[src/rtl/tiny_alu_pkg.sv]
// Shared types for the sequential tiny ALU: opcode encoding, FSM states, legality helper.
// Optional feature macro used by the design: TINY_ALU_SEQ_ERR_EN.
package tiny_alu_pkg;

  localparam int OPCODE_BITS = 3;

  typedef enum logic [OPCODE_BITS-1:0] {
    NOP_OP = 3'd0,
    ADD_OP = 3'd1,
    AND_OP = 3'd2,
    XOR_OP = 3'd3,
    MUL_OP = 3'd4
  } opcode_t;

  typedef enum logic [1:0] {
    ST_IDLE = 2'd0,
    ST_MUL  = 2'd1,
    ST_DONE = 2'd2
  } state_t;

  // Encodings above MUL_OP are reserved and treated as illegal requests.
  function automatic logic isLegalOp(input logic [OPCODE_BITS-1:0] op);
    return (op <= MUL_OP);
  endfunction

endpackage

[src/rtl/tiny_alu_seq_if.sv]
// Request/response bundle of tiny_alu_seq; master drives requests, slave is the ALU.
// err_o only exists when TINY_ALU_SEQ_ERR_EN is defined.
interface tiny_alu_seq_if #(
  parameter int DATA_W = 8
);
  import tiny_alu_pkg::*;

  logic                   start_i;
  logic [OPCODE_BITS-1:0] opcode_i;
  logic [DATA_W-1:0]      a_i;
  logic [DATA_W-1:0]      b_i;
  logic                   ready_o;
  logic                   done_o;
  logic [2*DATA_W-1:0]    result_o;
`ifdef TINY_ALU_SEQ_ERR_EN
  logic                   err_o;

  modport master (
    output start_i, opcode_i, a_i, b_i,
    input  ready_o, done_o, result_o, err_o
  );

  modport slave (
    input  start_i, opcode_i, a_i, b_i,
    output ready_o, done_o, result_o, err_o
  );
`else
  modport master (
    output start_i, opcode_i, a_i, b_i,
    input  ready_o, done_o, result_o
  );

  modport slave (
    input  start_i, opcode_i, a_i, b_i,
    output ready_o, done_o, result_o
  );
`endif

endinterface

[src/rtl/tiny_alu_seq_mul.sv]
// Iterative unsigned shift-add multiplier: one iteration per cycle, exactly DATA_W cycles.
// The accumulator holds {partial upper half, remaining multiplier bits}.
module tiny_alu_seq_mul #(
  parameter int DATA_W = 8
) (
  input  logic                clk_i,
  input  logic                reset_n_i,
  input  logic                load_i,
  input  logic [DATA_W-1:0]   a_i,
  input  logic [DATA_W-1:0]   b_i,
  output logic                busy_o,
  output logic                last_o,
  output logic [2*DATA_W-1:0] product_o
);

  localparam int CNT_W = $clog2(DATA_W) + 1;

  logic [CNT_W-1:0]    r_cnt;
  logic [DATA_W-1:0]   r_mcand;
  logic [2*DATA_W-1:0] r_acc;
  logic                r_busy;
  logic [DATA_W:0]     w_sum;

  // Carry out of the upper-half add shifts into the MSB on the same step.
  assign w_sum = {1'b0, r_acc[2*DATA_W-1:DATA_W]}
               + {1'b0, ({DATA_W{r_acc[0]}} & r_mcand)};

  assign busy_o    = r_busy;
  assign last_o    = (r_cnt == CNT_W'(DATA_W - 1));
  assign product_o = r_acc;

  always_ff @(posedge clk_i or negedge reset_n_i) begin
    if (!reset_n_i) begin
      r_cnt   <= '0;
      r_mcand <= '0;
      r_acc   <= '0;
      r_busy  <= 1'b0;
    end else if (load_i) begin
      r_cnt   <= '0;
      r_mcand <= a_i;
      r_acc   <= {{DATA_W{1'b0}}, b_i};
      r_busy  <= 1'b1;
    end else if (r_busy) begin
      r_acc <= {w_sum, r_acc[DATA_W-1:1]};
      r_cnt <= r_cnt + 1'b1;
      if (last_o) begin
        r_busy <= 1'b0;
      end
    end
  end

endmodule

[src/rtl/tiny_alu_seq.sv]
// Sequential tiny ALU: single-cycle ADD/AND/XOR/NOP, DATA_W-cycle MUL, ready/start/done handshake.
// Define TINY_ALU_SEQ_ERR_EN to get err_o pulses for illegal opcodes and starts while busy.
module tiny_alu_seq
  import tiny_alu_pkg::*;
#(
  parameter int DATA_W = 8
) (
  input  logic            clk_i,
  input  logic            reset_n_i,
  tiny_alu_seq_if.slave   bus
);

  state_t              r_state;
  state_t              w_nextState;
  logic                w_accept;
  logic                w_legal;
  logic                w_isMul;
  logic                w_mulLoad;
  logic                w_mulBusy;
  logic                w_mulLast;
  logic [2*DATA_W-1:0] w_product;
  logic [DATA_W:0]     w_addSum;
  logic [2*DATA_W-1:0] w_singleRes;
  logic [2*DATA_W-1:0] r_result;
  logic                r_mulPending;

  assign bus.ready_o = (r_state != ST_MUL);
  assign bus.done_o  = (r_state == ST_DONE);
  assign w_accept    = bus.start_i && bus.ready_o;
  assign w_legal     = isLegalOp(bus.opcode_i);
  assign w_isMul     = (bus.opcode_i == MUL_OP);
  assign w_mulLoad   = w_accept && w_isMul;

  // A finished MUL is shown straight from the multiplier during DONE and committed on leaving it.
  assign bus.result_o = (r_state == ST_DONE && r_mulPending) ? w_product : r_result;

  tiny_alu_seq_mul #(
    .DATA_W (DATA_W)
  ) u_mul (
    .clk_i     (clk_i),
    .reset_n_i (reset_n_i),
    .load_i    (w_mulLoad),
    .a_i       (bus.a_i),
    .b_i       (bus.b_i),
    .busy_o    (w_mulBusy),
    .last_o    (w_mulLast),
    .product_o (w_product)
  );

  assign w_addSum = {1'b0, bus.a_i} + {1'b0, bus.b_i};

  always_comb begin
    w_singleRes = '0;
    case (bus.opcode_i)
      ADD_OP:  w_singleRes = {{(DATA_W-1){1'b0}}, w_addSum};
      AND_OP:  w_singleRes = {{DATA_W{1'b0}}, bus.a_i & bus.b_i};
      XOR_OP:  w_singleRes = {{DATA_W{1'b0}}, bus.a_i ^ bus.b_i};
      default: w_singleRes = '0;
    endcase
  end

  always_ff @(posedge clk_i or negedge reset_n_i) begin
    if (!reset_n_i) begin
      r_state <= ST_IDLE;
    end else begin
      r_state <= w_nextState;
    end
  end

  always_comb begin
    w_nextState = ST_IDLE;
    case (r_state)
      ST_IDLE, ST_DONE: begin
        if (w_accept && w_isMul) begin
          w_nextState = ST_MUL;
        end else if (w_accept && w_legal) begin
          w_nextState = ST_DONE;
        end else begin
          w_nextState = ST_IDLE;
        end
      end
      ST_MUL: begin
        if (w_mulBusy && w_mulLast) begin
          w_nextState = ST_DONE;
        end else begin
          w_nextState = ST_MUL;
        end
      end
      default: w_nextState = ST_IDLE;
    endcase
  end

  // Later assignments take priority: a new single-cycle op in DONE overwrites the committed product.
  always_ff @(posedge clk_i or negedge reset_n_i) begin
    if (!reset_n_i) begin
      r_result     <= '0;
      r_mulPending <= 1'b0;
    end else begin
      if (r_state == ST_DONE && r_mulPending) begin
        r_result     <= w_product;
        r_mulPending <= 1'b0;
      end
      if (w_accept && w_legal && !w_isMul) begin
        r_result <= w_singleRes;
      end
      if (w_mulLoad) begin
        r_mulPending <= 1'b1;
      end
    end
  end

`ifdef TINY_ALU_SEQ_ERR_EN
  logic r_err;

  always_ff @(posedge clk_i or negedge reset_n_i) begin
    if (!reset_n_i) begin
      r_err <= 1'b0;
    end else begin
      r_err <= (w_accept && !w_legal) || (bus.start_i && !bus.ready_o);
    end
  end

  assign bus.err_o = r_err;
`endif

endmodule

[src/flat_wrapper.sv]
// flat-port wrapper written by rule: the top's interface ports become plain ports
module tiny_alu_seq_flat import tiny_alu_pkg::*;
#(
  parameter int DATA_W = 8
)
  (clk_i, reset_n_i, bus_start_i, bus_opcode_i, bus_a_i, bus_b_i, bus_ready_o, bus_done_o, bus_result_o);
  tiny_alu_seq_if #(.DATA_W(DATA_W)) bus_i ();
  input  logic clk_i;
  input  logic reset_n_i;
  input wire logic [$bits(bus_i.start_i)-1:0] bus_start_i;
  input wire logic [$bits(bus_i.opcode_i)-1:0] bus_opcode_i;
  input wire logic [$bits(bus_i.a_i)-1:0] bus_a_i;
  input wire logic [$bits(bus_i.b_i)-1:0] bus_b_i;
  output wire logic [$bits(bus_i.ready_o)-1:0] bus_ready_o;
  output wire logic [$bits(bus_i.done_o)-1:0] bus_done_o;
  output wire logic [$bits(bus_i.result_o)-1:0] bus_result_o;
  assign bus_i.start_i = bus_start_i;
  assign bus_i.opcode_i = bus_opcode_i;
  assign bus_i.a_i = bus_a_i;
  assign bus_i.b_i = bus_b_i;
  assign bus_ready_o = bus_i.ready_o;
  assign bus_done_o = bus_i.done_o;
  assign bus_result_o = bus_i.result_o;
  tiny_alu_seq #(.DATA_W(DATA_W)) u_core (.clk_i(clk_i), .reset_n_i(reset_n_i), .bus(bus_i));
endmodule
[config.mk]
export PLATFORM = sky130hd
export DESIGN_NAME = tiny_alu_seq_flat
export DESIGN_NICKNAME = d
export VERILOG_FILES = /design/src/rtl/tiny_alu_pkg.sv /design/src/rtl/tiny_alu_seq_if.sv /design/src/rtl/tiny_alu_seq_mul.sv /design/src/rtl/tiny_alu_seq.sv /design/src/flat_wrapper.sv
export SDC_FILE = /design/constraint.sdc
export NUM_CORES = 1
export LEC_CHECK = 0
export ABC_AREA = 1
export CORE_MARGIN = 4
export CORE_UTILIZATION = 50
export DETAILED_ROUTE_END_ITERATION = 8
export PLACE_DENSITY_LB_ADDON = 0.1
export SETUP_SLACK_MARGIN = 0.5
export SLEW_MARGIN = 15
export SYNTH_ARGS = -nofsm -noshare
export SYNTH_HDL_FRONTEND = slang
export SYNTH_HIERARCHICAL = 1
export SYNTH_SLANG_ARGS = --single-unit
[constraint.sdc]
create_clock -name clk_i -period 4.4 [get_ports clk_i]
set_input_delay 0.44 -clock clk_i [delete_from_list [all_inputs] [get_ports clk_i]]
set_output_delay 0.44 -clock clk_i [all_outputs]
set_load 0.01 [all_outputs]
# After elaboration in Yosys (flattened, before gate mapping)
# Index checks and enable logic that the tools add are counted.
dict set report totals {
  regBits 48
  in_bits 22
  out_inout_bits 18
  wordCells 49
}
dict set report classes {
  add_sub_neg 3
  magnitude_cmp 1
  n_eq_ne 8
  n_mux 16
  bitwise 3
  n_reduce_logical 11
}
# cell count
set op_table {}
lappend op_table {{$mux 16} 4}
lappend op_table {{$pmux 9 s3} 1}
lappend op_table {{$add 8x8->9} 2}
lappend op_table {{$and 8x8->8} 2}
lappend op_table {{$mux 4} 2}
lappend op_table {{$xor 8x8->8} 1}
lappend op_table {{$eq 3x2->1 const B} 2}
lappend op_table {{$logic_and 1x1->1} 6}
lappend op_table {{$mux 2} 3}
lappend op_table {{$mux 1} 5}
lappend op_table {{$add 4x1->4 const B} 1}
lappend op_table {{$eq 4x3->1 const B} 1}
lappend op_table {{$pmux 2 s2} 1}
lappend op_table {{$reduce_bool 2->1} 2}
lappend op_table {{$eq 3x1->1 const B} 1}
lappend op_table {{$eq 3x3->1 const B} 1}
lappend op_table {{$le 3x3->1 const B} 1}
lappend op_table {{$eq 2x1->1 const B} 1}
lappend op_table {{$eq 2x2->1 const B} 1}
lappend op_table {{$logic_not 2->1} 1}
lappend op_table {{$ne 2x1->1 const B} 1}
lappend op_table {{$reduce_or 2->1} 1}
lappend op_table {{$logic_not 1->1} 1}

# Depth between registers and ports, before layout
dict set report depth {
  word_depth 6
  ltp_mapped 13
  depth_no_buf 13
}

# Cells and area by module
# Netlist, hierarchy kept.
# mod n_inst cells_each area_per_inst_um2 seq_area_each_um2
set by_module_without_submodules {}
lappend by_module_without_submodules {tiny_alu_seq_mul 1 196 1560.2 725.7}
lappend by_module_without_submodules {tiny_alu_seq 1 215 1542.7 475.5}

# Worst setup path before layout
# Ideal clock, no wire load.
dict set report synth_path {
  path_type {reg2reg}
  from {register u_core.u_mul.r_acc[0] (netlist: u_core/u_mul/product_o[0])}
  to {register u_core.u_mul.r_acc[15] (netlist: u_core/u_mul/product_o[15])}
  setup_ns 0.116
  arrival_time_ns 1.648
  required_time_ns 4.284
  setup_slack_ns 2.635
  path_stages_with_launch 14
  path_buffers 1
  period_less_slack_ns 1.765
  cell_sequence {dfrtp_1 clkbuf_1 nand2_1 inv_1 ha_1 fa_1 nand2_1 nand2_1 nand3_1 nand2_1 nand2_1 nand2_1 nand2_1 nand2_1}
}
dict set report synth_via {
  elab_chain_cells 4
}
# element line_no
set synth_rtl {}
lappend synth_rtl {{start, declared} tiny_alu_seq_mul.sv:20} ;# logic [2*DATA_W-1:0] r_acc;
lappend synth_rtl {{start signal, assigned} tiny_alu_seq_mul.sv:41} ;# r_acc <= {{DATA_W{1'b0}}, b_i};
lappend synth_rtl {{start signal, assigned} tiny_alu_seq_mul.sv:44} ;# r_acc <= {w_sum, r_acc[DATA_W-1:1]};
lappend synth_rtl {{$and 8x8->8} tiny_alu_seq_mul.sv:26} ;# + {1'b0, ({DATA_W{r_acc[0]}} & r_mcand)};
lappend synth_rtl {{$add 8x8->9} tiny_alu_seq_mul.sv:26}
lappend synth_rtl {{$mux 16} tiny_alu_seq_mul.sv:43} ;# end else if (r_busy) begin
lappend synth_rtl {{$mux 16} tiny_alu_seq_mul.sv:38} ;# end else if (load_i) begin
# No other way between the ends. The select of a mux whose other input is x is not followed.
# A chain may end at the register's enable or synchronous reset.

# Worst setup path in the final report
dict set report layout_path {
  from {register u_core.r_state[0]}
  to {output bus_result_o[11]}
}
dict set report layout_via {
  elab_chain_cells 3
}
# element line_no
set layout_rtl {}
lappend layout_rtl {{start, declared} tiny_alu_seq.sv:13} ;# state_t r_state;
lappend layout_rtl {{start signal, assigned} tiny_alu_seq.sv:66} ;# r_state <= w_nextState;
lappend layout_rtl {{$eq 2x2->1} tiny_alu_seq.sv:35} ;# assign bus.result_o = (r_state == ST_DONE && r_mulPending) ? w_product : r_result;
lappend layout_rtl {{$logic_and 1x1->1} tiny_alu_seq.sv:35}
lappend layout_rtl {{$mux 16} n/a}
lappend layout_rtl {{end, declared} flat_wrapper.sv:16} ;# output wire logic [$bits(bus_i.result_o)-1:0] bus_result_o;
# No other way between the ends.

==> flow_results.org <==
** Clock network
- Clock tree synthesis inserted a total of 5 buffers.
- H-tree depth :: 2
- TritonCTS built the clock tree.
- Hold-fix buffers at CTS :: 0
- After clock tree synthesis, the repair step resized 0 gates.
- The longest clock path from root to sink contains 2 buffers.
- Clock latency on the worst-skew pair :: 300 ps
- After clock tree synthesis, the clock-pin slew on the worst setup and hold paths is 90 ps.
- Once the clock tree was built, the setup fixing pass inserted 0 buffers.
- CTS saw 48 sinks.
- Root buffer cell :: sky130_fd_sc_hd__clkbuf_8

** Synthesis
- In this run the mean area of a mapped cell was 7.55 µm².
- Total standard cell area after synthesis :: 0.00310 mm²
- Synthesis produced a netlist with a net count of 452.
- The netlist uses 35 different library cells.
- Share of flip-flops with an asynchronous set or reset :: 100%
- Number of flops mapped to enable cells by yosys :: 0
- Gate Count Post-Synth :: 411
- Of the synthesized area, sequential elements account for 38.7%.
- Most common flop cell mapped by yosys :: sky130_fd_sc_hd__dfrtp_1
- Synthesis inferred 48 register bits.
- The Yosys step of the flow raised 6 warnings.

** GRT
- The number of antenna violations at the first check in global routing came to 0.
- The first global-routing pass estimated 12700 µm of wire.
- Largest net degree at the start of global routing :: 49
- Global router's overall resource usage :: 21.2%
- Sum of overflow across all layers after global routing :: 0
- The number of global-route vias before repair came to 2806.

** Detailed routing
- Number of optimization iterations in the first detailed-route pass :: 4
- The final layout contains routed wiring with a total length of 7280 µm.
- The count of nets left with antenna violations once routing finished came out at 0.
- Overall via count from detail_route :: 2675
- Using the TritonRoute via totals, the vias-per-cell ratio works out to 5.10.
- After detailed routing, the average wire length per cell comes to 13.9 µm.
- The detailed router finished its first iteration with 143 violations.
- In the routed design, unresolved DRC markers number 0.

** Hold path
- The tightest min-delay check is of the input pin to asynchronous set/reset pin type.

** Worst setup path
- CP startpoint kind :: flip-flop
- The worst setup path is of the flip-flop to output pin kind.
- Of all nets on the critical path, the largest fanout is 30.
- CP peak stage delay :: 560 ps
- STA classifies the critical path endpoint as an output pin.
- Data arrives at the worst endpoint at 2390 ps.
- Most common cell type on the critical path :: sky130_fd_sc_hd__inv_2
- Walking the worst path, the cells encountered are nor2_4, nand2_4, inv_2, or2_1, inv_2, a21oi_1, clkdlybuf4s50_1.
- The largest individual stage delay along the critical path comes from the cell sky130_fd_sc_hd__clkdlybuf4s50_1.
- Data required time of the worst path :: 3960 ps

** Floorplan
- From left edge to right edge, the die measures 86.8 µm.
- After floorplanning, the core was divided into 28 placement rows.
- Pin placement for this block handled 40 I/O pins.
- Starting density of the core :: 52.1%
- Die Y-Extent :: 86.8 µm
- The die covers 0.00753 mm².
- The floorplan step defined a core boundary enclosing 0.00596 mm².

** Place
- During placement, the flow inserted port buffers numbering 39.
- Detailed placement finished with a half-perimeter wire length of 5610 µm.
- At the placement stage, the worst setup path has a slack of 1770 ps.
- The congestion estimate from routability-driven global placement came to 0.870.

** Power
- For this design the static power due to leakage is 1.95 nW.
- In this run the power density over the cells is 548 mW/mm².
- VDD sags by at most 0.000319 V.

** STA
- The worst path meets setup with 1570 ps of slack.
- After routing, the total negative slack on setup checks comes to 0 ps.
- Max Freq :: 0.354 GHz
- The worst path in the final design needs a cycle of 2830 ps, including I/O delays and setup.
- RSZ-0062 raised after global routing :: no
- Final setup viols :: 0
- The number of max-slew violations in the final report is 0.
- On the final layout, the worst clock skew is 7.59 ps.
- Period Utilization, post-route :: 64.3%
- Headroom to the max-slew limit came out at 58.0%.
- Transition time of the tightest slew-check pin :: 629 ps
- Number of hold violations in the final report :: 0

** Final layout
- Count of nets after finishing :: 489
- The post-route netlist has 8.02% of its cells at a drive strength greater than 1.
- Commonest cells after routing, fill and taps aside :: 155 x sky130_fd_sc_hd__nand2_1, 53 x sky130_fd_sc_hd__inv_1, 48 x sky130_fd_sc_hd__dfrtp_1, 38 x sky130_fd_sc_hd__clkdlybuf4s50_1, 20 x sky130_fd_sc_hd__a21oi_1
- Commonest non-fill, non-tap cell in the layout :: sky130_fd_sc_hd__nand2_1
- Relative to the synthesized area, the layout overhead comes to 16.3%.
- Final antenna diode count :: 0
- # fillers :: 573

** Flow run
- The tool flagged a number of max-cap violations equal to 0.

** Outcome
- The flow ran to the end, and the final reports show no timing, DRC or antenna violations.
-- flip-flops by register name, summed over array words and instances (netlist names) --
| register | count |
|---|---|
| u_core/r_result | 16 |
| u_core/u_mul/r_cnt | 4 |
| u_core/r_state | 2 |
| u_core/r_mulPending | 1 |
| u_core/u_mul/product_o | 16 |
| u_core/u_mul/r_mcand | 8 |
| u_core/u_mul/busy_o | 1 |
-- through the flow --
stage | power (W) | hold WS [ps] | instances | cell area [µm²] | util [%]
detailed placement | 0.00171 | 459 | 516 | 3510 | 59.0
finish | 0.00198 | 139 | 524 | 3610 | 60.6
global placement | 0.00168 | 458 | 516 | 3510 | 59.0
floorplan | 0.00136 | 144 | 411 | 3100 | -
CTS | 0.00200 | 370 | 524 | 3610 | 60.6
global route | 0.00216 | 198 | 524 | 3610 | 60.6
-- where the power goes --
part / switching [W] / internal, W / total [W] / leakage [nW]
registers: 0.000124 / 0.000622 / 0.000746 / 0.620
logic: 0.000533 / 0.000424 / 0.000958 / 1.29
clock network: 0.000147 / 0.000128 / 0.000275 / 0.0445
-- worst max-delay path: cells and delay by family, from the launching register on --
family | cells | cell delay, ps
AOI/OAI and AO/OA | 1 | 130
DFF | 1 | 460
and+or+nand+nor | 3 | 470
buffers and inverters | 3 | 1010
-- cell type report --
class,instances,area [µm²],area share [%]
Multi-Input combinational cell,290,1590,44.0
Clock inverter,1,7.51,0.208
Inverter,63,236,6.55
Sequential cell,48,1200,33.3
Timing Repair Buffer,40,395,11.0
Tap cell,75,93.8,2.60
Clock buffer,7,86.3,2.39
-- Yosys cell counts, types with 2 or more instances --
| library cell | n | area [µm²] |
|---|---|---|
| sky130_fd_sc_hd__o21ai_0 | 12 | 60.1 |
| sky130_fd_sc_hd__a22oi_1 | 7 | 52.6 |
| sky130_fd_sc_hd__nor2_4 | 2 | 22.5 |
| sky130_fd_sc_hd__nand2_2 | 2 | 12.5 |
| sky130_fd_sc_hd__nor2_1 | 11 | 41.3 |
| sky130_fd_sc_hd__inv_1 | 53 | 199 |
| sky130_fd_sc_hd__or2_1 | 7 | 43.8 |
| sky130_fd_sc_hd__o221ai_1 | 5 | 43.8 |
| sky130_fd_sc_hd__nand2_1 | 155 | 582 |
| sky130_fd_sc_hd__o22ai_1 | 3 | 18.8 |
| sky130_fd_sc_hd__or2_2 | 3 | 18.8 |
| sky130_fd_sc_hd__buf_6 | 2 | 22.5 |
| sky130_fd_sc_hd__ha_1 | 17 | 213 |
| sky130_fd_sc_hd__xor2_1 | 3 | 26.3 |
| sky130_fd_sc_hd__fa_1 | 2 | 40.0 |
| sky130_fd_sc_hd__nand3_1 | 18 | 90.1 |
| sky130_fd_sc_hd__a22o_1 | 2 | 17.5 |
| sky130_fd_sc_hd__inv_2 | 10 | 37.5 |
| sky130_fd_sc_hd__a21oi_1 | 20 | 100 |
| sky130_fd_sc_hd__nand3b_1 | 3 | 22.5 |
| sky130_fd_sc_hd__dfrtp_1 | 48 | 1200 |
| sky130_fd_sc_hd__nand4_1 | 2 | 12.5 |
| sky130_fd_sc_hd__buf_4 | 6 | 45.0 |
| sky130_fd_sc_hd__o21ai_1 | 2 | 10.0 |
| sky130_fd_sc_hd__a211oi_2 | 6 | 75.1 |
-- worst paths after layout --
path                                                startpoint                                      to  slack (ps)  cells past startpoint
setup reg to reg                   u_core/r_state[0]$_DFF_PN0_   u_core/u_mul/product_o[1]$_DFFE_PN0P_        2190                     10
hold reg to reg            u_core/u_mul/r_mcand[6]$_DFFE_PN0P_     u_core/u_mul/r_mcand[6]$_DFFE_PN0P_         480                      2
max in group asynchronous                            reset_n_i            u_core/r_result[2]$_DFF_PN0_        3840                      1
setup / recovery                   u_core/r_state[0]$_DFF_PN0_                        bus_result_o[11]        1570                      7
min in group clk_i         u_core/u_mul/r_mcand[6]$_DFFE_PN0P_     u_core/u_mul/r_mcand[6]$_DFFE_PN0P_         480                      2
hold / removal                                       reset_n_i  u_core/u_mul/product_o[10]$_DFFE_PN0P_         140                      1
-- metal layers --
metal / vias to the layer above / track usage [%] / part of all wire [%]
met4: 0 / 6.94 / 1.9
met2: 61 / 35.8 / 47
met3: 13 / 2.95 / 3.9
met1: 1221 / 27.9 / 47
met5: - / 0 / 0
li1: 1380 / - / -
-- cells by family (layout without fill, tap and decap cells) --
| group | after synthesis | after routing | share of synthesized area (%) |
|---|---|---|---|
| and+or+nand+nor | 207 | 207 | 29.0 |
| buffers and inverters | 73 | 111 | 10.1 |
| AOI/OAI and AO/OA | 61 | 61 | 13.2 |
| DFF | 48 | 48 | 38.7 |
| adders and majority gates | 19 | 19 | 8.15 |
| xor gates and xnor gates | 3 | 3 | 0.847 |
No activity file was read; power rests on OpenSTA's default activity.
